**src/rtl/switch_conditioner_if.sv**
```systemverilog
// Bus-side bundle for switch_conditioner: raw pins, interrupt masks, ack strobe
// and the conditioned outputs. fall_mask exists only when
// SWITCH_CONDITIONER_FALL_EDGE_EN is defined.
interface switch_conditioner_if #(
    parameter int unsigned WIDTH = 16
);
    logic [WIDTH-1:0] sw_raw;
    logic [WIDTH-1:0] sw_clean;
    logic [WIDTH-1:0] rise_mask;
    logic             ack;
    logic [WIDTH-1:0] ack_mask;
    logic [WIDTH-1:0] pending;
    logic             irq;
`ifdef SWITCH_CONDITIONER_FALL_EDGE_EN
    logic [WIDTH-1:0] fall_mask;

    modport master (
        output sw_raw, rise_mask, ack, ack_mask, fall_mask,
        input  sw_clean, pending, irq
    );

    modport slave (
        input  sw_raw, rise_mask, ack, ack_mask, fall_mask,
        output sw_clean, pending, irq
    );
`else
    modport master (
        output sw_raw, rise_mask, ack, ack_mask,
        input  sw_clean, pending, irq
    );

    modport slave (
        input  sw_raw, rise_mask, ack, ack_mask,
        output sw_clean, pending, irq
    );
`endif
endinterface

```
**src/rtl/switch_conditioner.sv**
```systemverilog
// Switch conditioner: two-flop synchronizer, per-bit debounce counter and sticky
// edge-triggered interrupt flags with OR-reduced irq.
// Define SWITCH_CONDITIONER_FALL_EDGE_EN to add fall_mask and falling-edge capture.
module switch_conditioner #(
    parameter int unsigned WIDTH           = 16,
    parameter int unsigned DEBOUNCE_CYCLES = 4
) (
    input logic              clk,
    input logic              reset,
    switch_conditioner_if.slave bus_io
);
    localparam int unsigned    CntW    = $clog2(DEBOUNCE_CYCLES) + 1;
    localparam logic [CntW-1:0] CntLast = CntW'(DEBOUNCE_CYCLES - 1);

    logic [WIDTH-1:0]           s1_q;
    logic [WIDTH-1:0]           s2_q;
    logic [WIDTH-1:0]           clean_q;
    logic [WIDTH-1:0]           clean_d;
    logic [WIDTH-1:0][CntW-1:0] cnt_q;
    logic [WIDTH-1:0][CntW-1:0] cnt_d;
    logic [WIDTH-1:0]           pend_q;
    logic [WIDTH-1:0]           pend_d;
    logic [WIDTH-1:0]           set_vec;
    logic [WIDTH-1:0]           clr_vec;

    // Two-flop synchronizer on the raw pins, nothing between the stages.
    always_ff @(posedge clk) begin
        if (reset) begin
            s1_q <= '0;
            s2_q <= '0;
        end else begin
            s1_q <= bus_io.sw_raw;
            s2_q <= s1_q;
        end
    end

    // Debounce: count consecutive disagreeing cycles, accept on the last one.
    always_comb begin
        clean_d = clean_q;
        cnt_d   = '0;
        for (int i = 0; i < int'(WIDTH); i++) begin
            if (s2_q[i] != clean_q[i]) begin
                if (cnt_q[i] == CntLast) begin
                    clean_d[i] = s2_q[i];
                end else begin
                    cnt_d[i] = cnt_q[i] + CntW'(1);
                end
            end
        end
    end

    // Interrupt flags: edges of the debounced level set, ack clears, set wins.
    always_comb begin
        set_vec = clean_d & ~clean_q & bus_io.rise_mask;
`ifdef SWITCH_CONDITIONER_FALL_EDGE_EN
        set_vec = set_vec | (~clean_d & clean_q & bus_io.fall_mask);
`endif
        clr_vec = bus_io.ack ? bus_io.ack_mask : '0;
        pend_d  = (pend_q & ~clr_vec) | set_vec;
    end

    // Debounced level, counters and pending flags; reset overrides everything.
    always_ff @(posedge clk) begin
        if (reset) begin
            clean_q <= '0;
            cnt_q   <= '0;
            pend_q  <= '0;
        end else begin
            clean_q <= clean_d;
            cnt_q   <= cnt_d;
            pend_q  <= pend_d;
        end
    end

    assign bus_io.sw_clean = clean_q;
    assign bus_io.pending  = pend_q;
    assign bus_io.irq      = |pend_q;
endmodule

```
**src/flat_wrapper.sv**
```systemverilog
// flat-port wrapper written by rule: the top's interface ports become plain ports
module switch_conditioner_flat 
#(
    parameter int unsigned WIDTH           = 16,
    parameter int unsigned DEBOUNCE_CYCLES = 4
)
  (clk, reset, bus_io_sw_raw, bus_io_rise_mask, bus_io_ack, bus_io_ack_mask, bus_io_sw_clean, bus_io_pending, bus_io_irq);
  switch_conditioner_if #(.WIDTH(WIDTH)) bus_io_i ();
  input logic clk;
  input logic reset;
  input wire logic [$bits(bus_io_i.sw_raw)-1:0] bus_io_sw_raw;
  input wire logic [$bits(bus_io_i.rise_mask)-1:0] bus_io_rise_mask;
  input wire logic [$bits(bus_io_i.ack)-1:0] bus_io_ack;
  input wire logic [$bits(bus_io_i.ack_mask)-1:0] bus_io_ack_mask;
  output wire logic [$bits(bus_io_i.sw_clean)-1:0] bus_io_sw_clean;
  output wire logic [$bits(bus_io_i.pending)-1:0] bus_io_pending;
  output wire logic [$bits(bus_io_i.irq)-1:0] bus_io_irq;
  assign bus_io_i.sw_raw = bus_io_sw_raw;
  assign bus_io_i.rise_mask = bus_io_rise_mask;
  assign bus_io_i.ack = bus_io_ack;
  assign bus_io_i.ack_mask = bus_io_ack_mask;
  assign bus_io_sw_clean = bus_io_i.sw_clean;
  assign bus_io_pending = bus_io_i.pending;
  assign bus_io_irq = bus_io_i.irq;
  switch_conditioner #(.WIDTH(WIDTH), .DEBOUNCE_CYCLES(DEBOUNCE_CYCLES)) u_core (.clk(clk), .reset(reset), .bus_io(bus_io_i));
endmodule
```
**config.mk**
```make
export PLATFORM = sky130hd
export DESIGN_NAME = switch_conditioner_flat
export DESIGN_NICKNAME = d
export VERILOG_FILES = /design/src/rtl/switch_conditioner_if.sv /design/src/rtl/switch_conditioner.sv /design/src/flat_wrapper.sv
export SDC_FILE = /design/constraint.sdc
export NUM_CORES = 1
export LEC_CHECK = 0
export BUFFER_PORTS_ARGS = -buffer_cell sky130_fd_sc_hd__buf_4
export CORE_MARGIN = 1
export CORE_UTILIZATION = 55
export CTS_CLUSTER_DIAMETER = 100
export DETAILED_ROUTE_END_ITERATION = 8
export PLACE_DENSITY = 0.78
export RECOVER_POWER = 50
export SLEW_MARGIN = 25
export SYNTH_ARGS = -nofsm -noshare
export SYNTH_HDL_FRONTEND = slang
export SYNTH_SLANG_ARGS = --single-unit
```
**constraint.sdc**
```tcl
create_clock -name clk -period 1.6 [get_ports clk]
set_input_delay 0.32 -clock clk [delete_from_list [all_inputs] [get_ports clk]]
set_output_delay 0.32 -clock clk [all_outputs]
set_load 0.005 [all_outputs]
```
# Word level (Yosys, flattened, before mapping)
# Cells that the tools add are included.
# word_totals
word_cells	140
in_bits	51
ff_bits	112
output_inout_bits	33
# classes
n_eq_ne	32
reduce_logical	17
add_sub_neg	16
muxes	33
n_bitwise	22
# op_table
op	count
adder 3 x 1 -> 3 bit (second input constant)	16
bitwise AND 16 bit	3
equality test 3 x 2 -> 1 bit (second input constant)	16
OR reduction 3 bit	16
2-to-1 mux 1 bit	32
inverter 16 bit	2
2-to-1 mux 16 bit	1
inequality test 1 bit	16
inverter 1 bit	16
bitwise OR 16 bit	1
OR reduction 16 bit	1

# Logic depth before layout (Yosys ltp)
# logic_depth
depth_word	6
ltp_mapped	4
mapped_depth_nobuf	4

# Least setup slack after synthesis
# No wires, ideal clock.
# synth_timing
path_type	register to register
from	register u_core.cnt_q[45] (netlist name)
to	register u_core.cnt_q[47] (netlist name)
synth_period_minus_slack_ns	1.053
slack_ns	0.547
path_buffers	0
stages_incl_launch_ff	4
required_time_ns	1.508
setup_ns	0.092
arrival_ns	0.961
path_cell_list	dfxtp_1 > ha_1 > ha_1 > nor4_1
# synth_between
elab_chain_len	2
elab_cells_between_ends	3
cone_classes	add/sub (1); eq/ne (1); reduce/logical (1)
# synth_lines
element	line_no	source
start: declaration	switch_conditioner.sv:19	logic [WIDTH-1:0][CntW-1:0] cnt_q;
start signal: assignment	switch_conditioner.sv:70	cnt_q <= cnt_d;
parallel branches: the longest is 2 deep, another holds adder 3 x 1 -> 3 bit	-	
# Several ways; the timed one is not identified.
# A chain may end at the register's enable or synchronous reset.

# Worst setup path after layout
# layout_timing
from	register u_core.pend_q[3] (netlist: u_core.bus_io.pending[3])
to	output port bus_io_irq
# layout_between
elab_chain_len	1
# layout_lines
element	line_no	source
start: declaration	switch_conditioner.sv:21	logic [WIDTH-1:0] pend_q;
start signal: assignment	switch_conditioner.sv:71	pend_q <= pend_d;
OR reduction 16 bit	switch_conditioner.sv:77	assign bus_io.irq = |pend_q;
end: declaration	flat_wrapper.sv:17	output wire logic [$bits(bus_io_i.irq)-1:0] bus_io_irq;
# Every way passes these cells.

==> summary.md <==
| Metric | Value |
|---|---|
| Minimum clock period | 1.713 ns |
| Cells along the critical path | nor4_4 -> buf_4 -> nand4_1 -> buf_4 |
| Global route total overflow | 0 |
| Worst rel slew slack | 55.01% |
| Core Util, Final | 68.70% |
| Sequential cell area | ~2200 sq um |
| Worst Path Arrival | ~1.4 ns |
| Num Clock Sinks | 112 |
| Syn avg cell area | between 10 and 15 sq um |
| Number of global-route vias before repair | 2,551 |
| Final cell count without fillers | about 540 |
| Max Fanout on Critical Path | 3 |
| Crit Reg-Reg Endpoint | u_core.cnt_q[23] |
| Initial Util | 57.38% |
| Nets@finish | approximately 520 |
| Crit path largest cell delay | about 0.35 ns |
| Hold Vio Cnt, Final | 0 |
| Met3 Wirelength | 324 um |
| Core Rows | 31 |
| Setup crit start kind | flip-flop |
| Synth area leader | dfxtp_1 |
| Min-delay worst type | primary input to flip-flop |
| Failing checks | negative setup slack |
| Post-synthesis sequential area ratio | 53.30% |
| CTS Buffer Depth | 2 |
| Syn nets | around 440 |
| Crit. path cell count | 4 |
| Final GP Congestion | between 0.7 and 0.8 |
| Fillers | 580 |
| Element type at the critical path end | primary output |
| Core Area | approximately 7300 sq um |
| Post-CTS Repair Setup Buffers | 0 |
| Initial antenna violation count | 0 |
| Flop2flop setup slack | 0.40 ns |
| # IOs | 84 |
| Final WS setup | -0.1134 ns |
| Drt wl/cell | 13.10 um |
| Achievable frequency | 583.6 MHz |
| DR pass1 iterations | 4 |
| CP Buf/Inv Count | 2 |
| Largest net degree at the start of global routing | 49 |
| Synth unique cells | 17 |
| Aggregate routed wire length | around 7 mm |
| Reg-to-Reg Start | u_core.cnt_q[21] |
| M1 WL | ~3.2 mm |
| Final setup fails | 1 |
| Worst Tran Pin Value | 0.6749 ns |
| Setup crit end | bus_io_irq |
| First-pass GRT wire length | 11.14 mm |
| Power Dens Cells | 939.1 nW/um^2 |
| Crit path required time | 1.28 ns |
| WHS | 0.1698 ns |
| CTS root buf | clkbuf_8 |
| Worst Skew | 0.01133 ns |
| Yosys reg bits | 112 |
| Pins Over Slew Limit | 0 |
| Post-route ant nets | 0 |
| Remaining DRCs | 0 |
| N_diodes | 0 |
| Crit path top cell by count | buf_4 |
| Worst-path clk slew | 0.10 ns |
| Share of the synthesized area in the top cell type | 53.30% |
| Max-cap violation count | 0 |
| Post-DP HPWL | 5.269 mm |
| Placed Cells | 527 |
| WL met2 | 3.427 mm |
| Outcome | finished, violations left |
| Synth area leaders | dfxtp_1 (53%), ha_1 (9.5%), nor4b_2 (5.7%), nor4_1 (5.4%), nor2b_1 (4.8%) |
| Max IR drop VDD | 0.0005752 V |
| Port bufs | 83 |
| Crit-path slowest cell | dfxtp_2 |
| YS warnings | 0 |
| Die height | 89.46 um |
| Clk_lat worst skew | roughly 0.35 ns |
| Share of cells above drive strength 1 | 27.48% |
| P_leak | 0.001979 uW |
| Vias | roughly 2,800 |
| Multi-input gate area | 1772 sq um |
| Clock buffer count from CTS | 9 |
| Synth Instances | 355 |
| Post-Syn Area | 4207 sq um |
| H-tree depth | 3 |
| Die area | 8002 sq um |
| RSZ-0062 raised after global routing | true |
| DR vias/cell | 5.068 |
| Setup TNS | -0.1134 ns |
| Area grow syn2layout | 19.72% |
| Setup crit start | u_core.bus_io.pending[3] |
| GRT Total Usage | 18.61% |
| CTS tree | done |
| Setup CP Type | flip-flop to primary output |
| Reg2Reg Depth | 3 |
| Largest delay share family, worst path | simple AND/OR/NAND/NOR gates |
| Top layer in use | met4 |
| Die W | 89.46 um |
| Starting DRT DRC Count | 51 |
| Period utilisation layout | 107.1% |
-- sequential cells by signal (all words and copies together), names as in the netlist --
signal                  count
u_core.bus_io.pending      16
u_core.bus_io.sw_clean     16
u_core.cnt_q               48
u_core.s1_q                16
u_core.s2_q                16
-- power breakdown --
group / internal [uW] / switching, uW / total, uW
logic: 118 / 94.9 / 213
registers: 2840 / 24.7 / 2860
clock network: 772 / 884 / 1660
total: 3730 / 1000 / 4730
-- cell usage after synthesis, drive strengths merged --
master,count
nor4b,16
dfxtp,112
nand4b,16
nor2b,32
mux2i,16
buf,11
a21oi,16
a21bo,16
inv,16
nor4,36
clkbuf,3
nand4,1
ha,32
nor2,16
xnor2,16
-- layout by cell type, fill, tap and decap left out, types with 2 or more instances in the layout --
cell type	count
dfxtp_1	110
buf_4	78
nor4_1	35
nor2b_1	32
ha_1	32
inv_1	16
xnor2_1	16
mux2i_1	16
nor2_1	16
nand4b_1	16
a21oi_1	16
a21bo_2	14
clkbuf_8	10
nor4b_1	9
nor4b_2	7
clkbuf_1	5
clkbuf_4	4
a21bo_1	2
clkinvlp_4	2
clkbuf_2	2
dfxtp_2	2
-- what timing repair did --
action                     4_1_cts  5_1_grt
gates resized for setup          3        2
setup endpoints to repair        1        1
pin swaps                        1        1
hold buffers                     0        0
-- cell families (layout without fill, tap and decap cells) --
family	count (synthesis)	after routing	share of synthesized area [%]
buffers and inverters	30	119	3.599
adders and majority gates	32	32	9.518
and+or+nand+nor	117	117	20.73
muxes	16	16	3.807
AOI/OAI and AO/OA	32	32	5.711
DFF	112	112	53.30
xor gates and xnor gates	16	16	3.331
-- cell type report --
type | count | area share [%]
Timing Repair Buffer | 87 | 12.65
Sequential cell | 112 | 44.57
Clock buffer | 12 | 2.882
Multi-Input combinational cell | 213 | 35.18
Tap cell | 99 | 2.460
Clock inverter | 4 | 1.068
Inverter | 16 | 1.193
-- per-stage QoR --
stage,worst slack [ns],power [uW],instance area [sq um]
floorplan,0.5473,3037,4207
global placement,0.1941,3149,4917
detailed placement,0.1869,3157,4917
CTS,-0.1286,4790,5132
global route,-0.1663,4919,5036
finish,-0.1134,4730,5036
-- worst register-to-register path, stage by stage (launching register included) --
cell and delay, ns:
dfxtp_1 0.33, ha_1 0.19, ha_1 0.24, nor4_1 0.33
-- how the worst min path moves through the flow --
stage / start / to / slack [ns] / cells after the start
floorplan: u_core.cnt_q[0] / u_core.cnt_q[0] / 0.41 / 1
global placement: u_core.cnt_q[36] / u_core.cnt_q[36] / 0.41 / 1
detailed placement: u_core.cnt_q[21] / u_core.cnt_q[21] / 0.42 / 1
CTS: bus_io_sw_raw[5] / u_core.s1_q[5] / 0.16 / 2
global route: bus_io_sw_raw[9] / u_core.s1_q[9] / 0.16 / 2
finish: bus_io_sw_raw[5] / u_core.s1_q[5] / 0.17 / 2
-- layer usage --
| layer | GRT usage [%] | vias to the layer above |
|---|---|---|
| met2 | 32.48 | 54 |
| met4 | 8.947 | 0 |
| met1 | 21.29 | 1246 |
| li1 | - | 1436 |
| met5 | 0 | - |
| met3 | 4.709 | 16 |
Note: power is estimated with default switching activity, not from simulation.
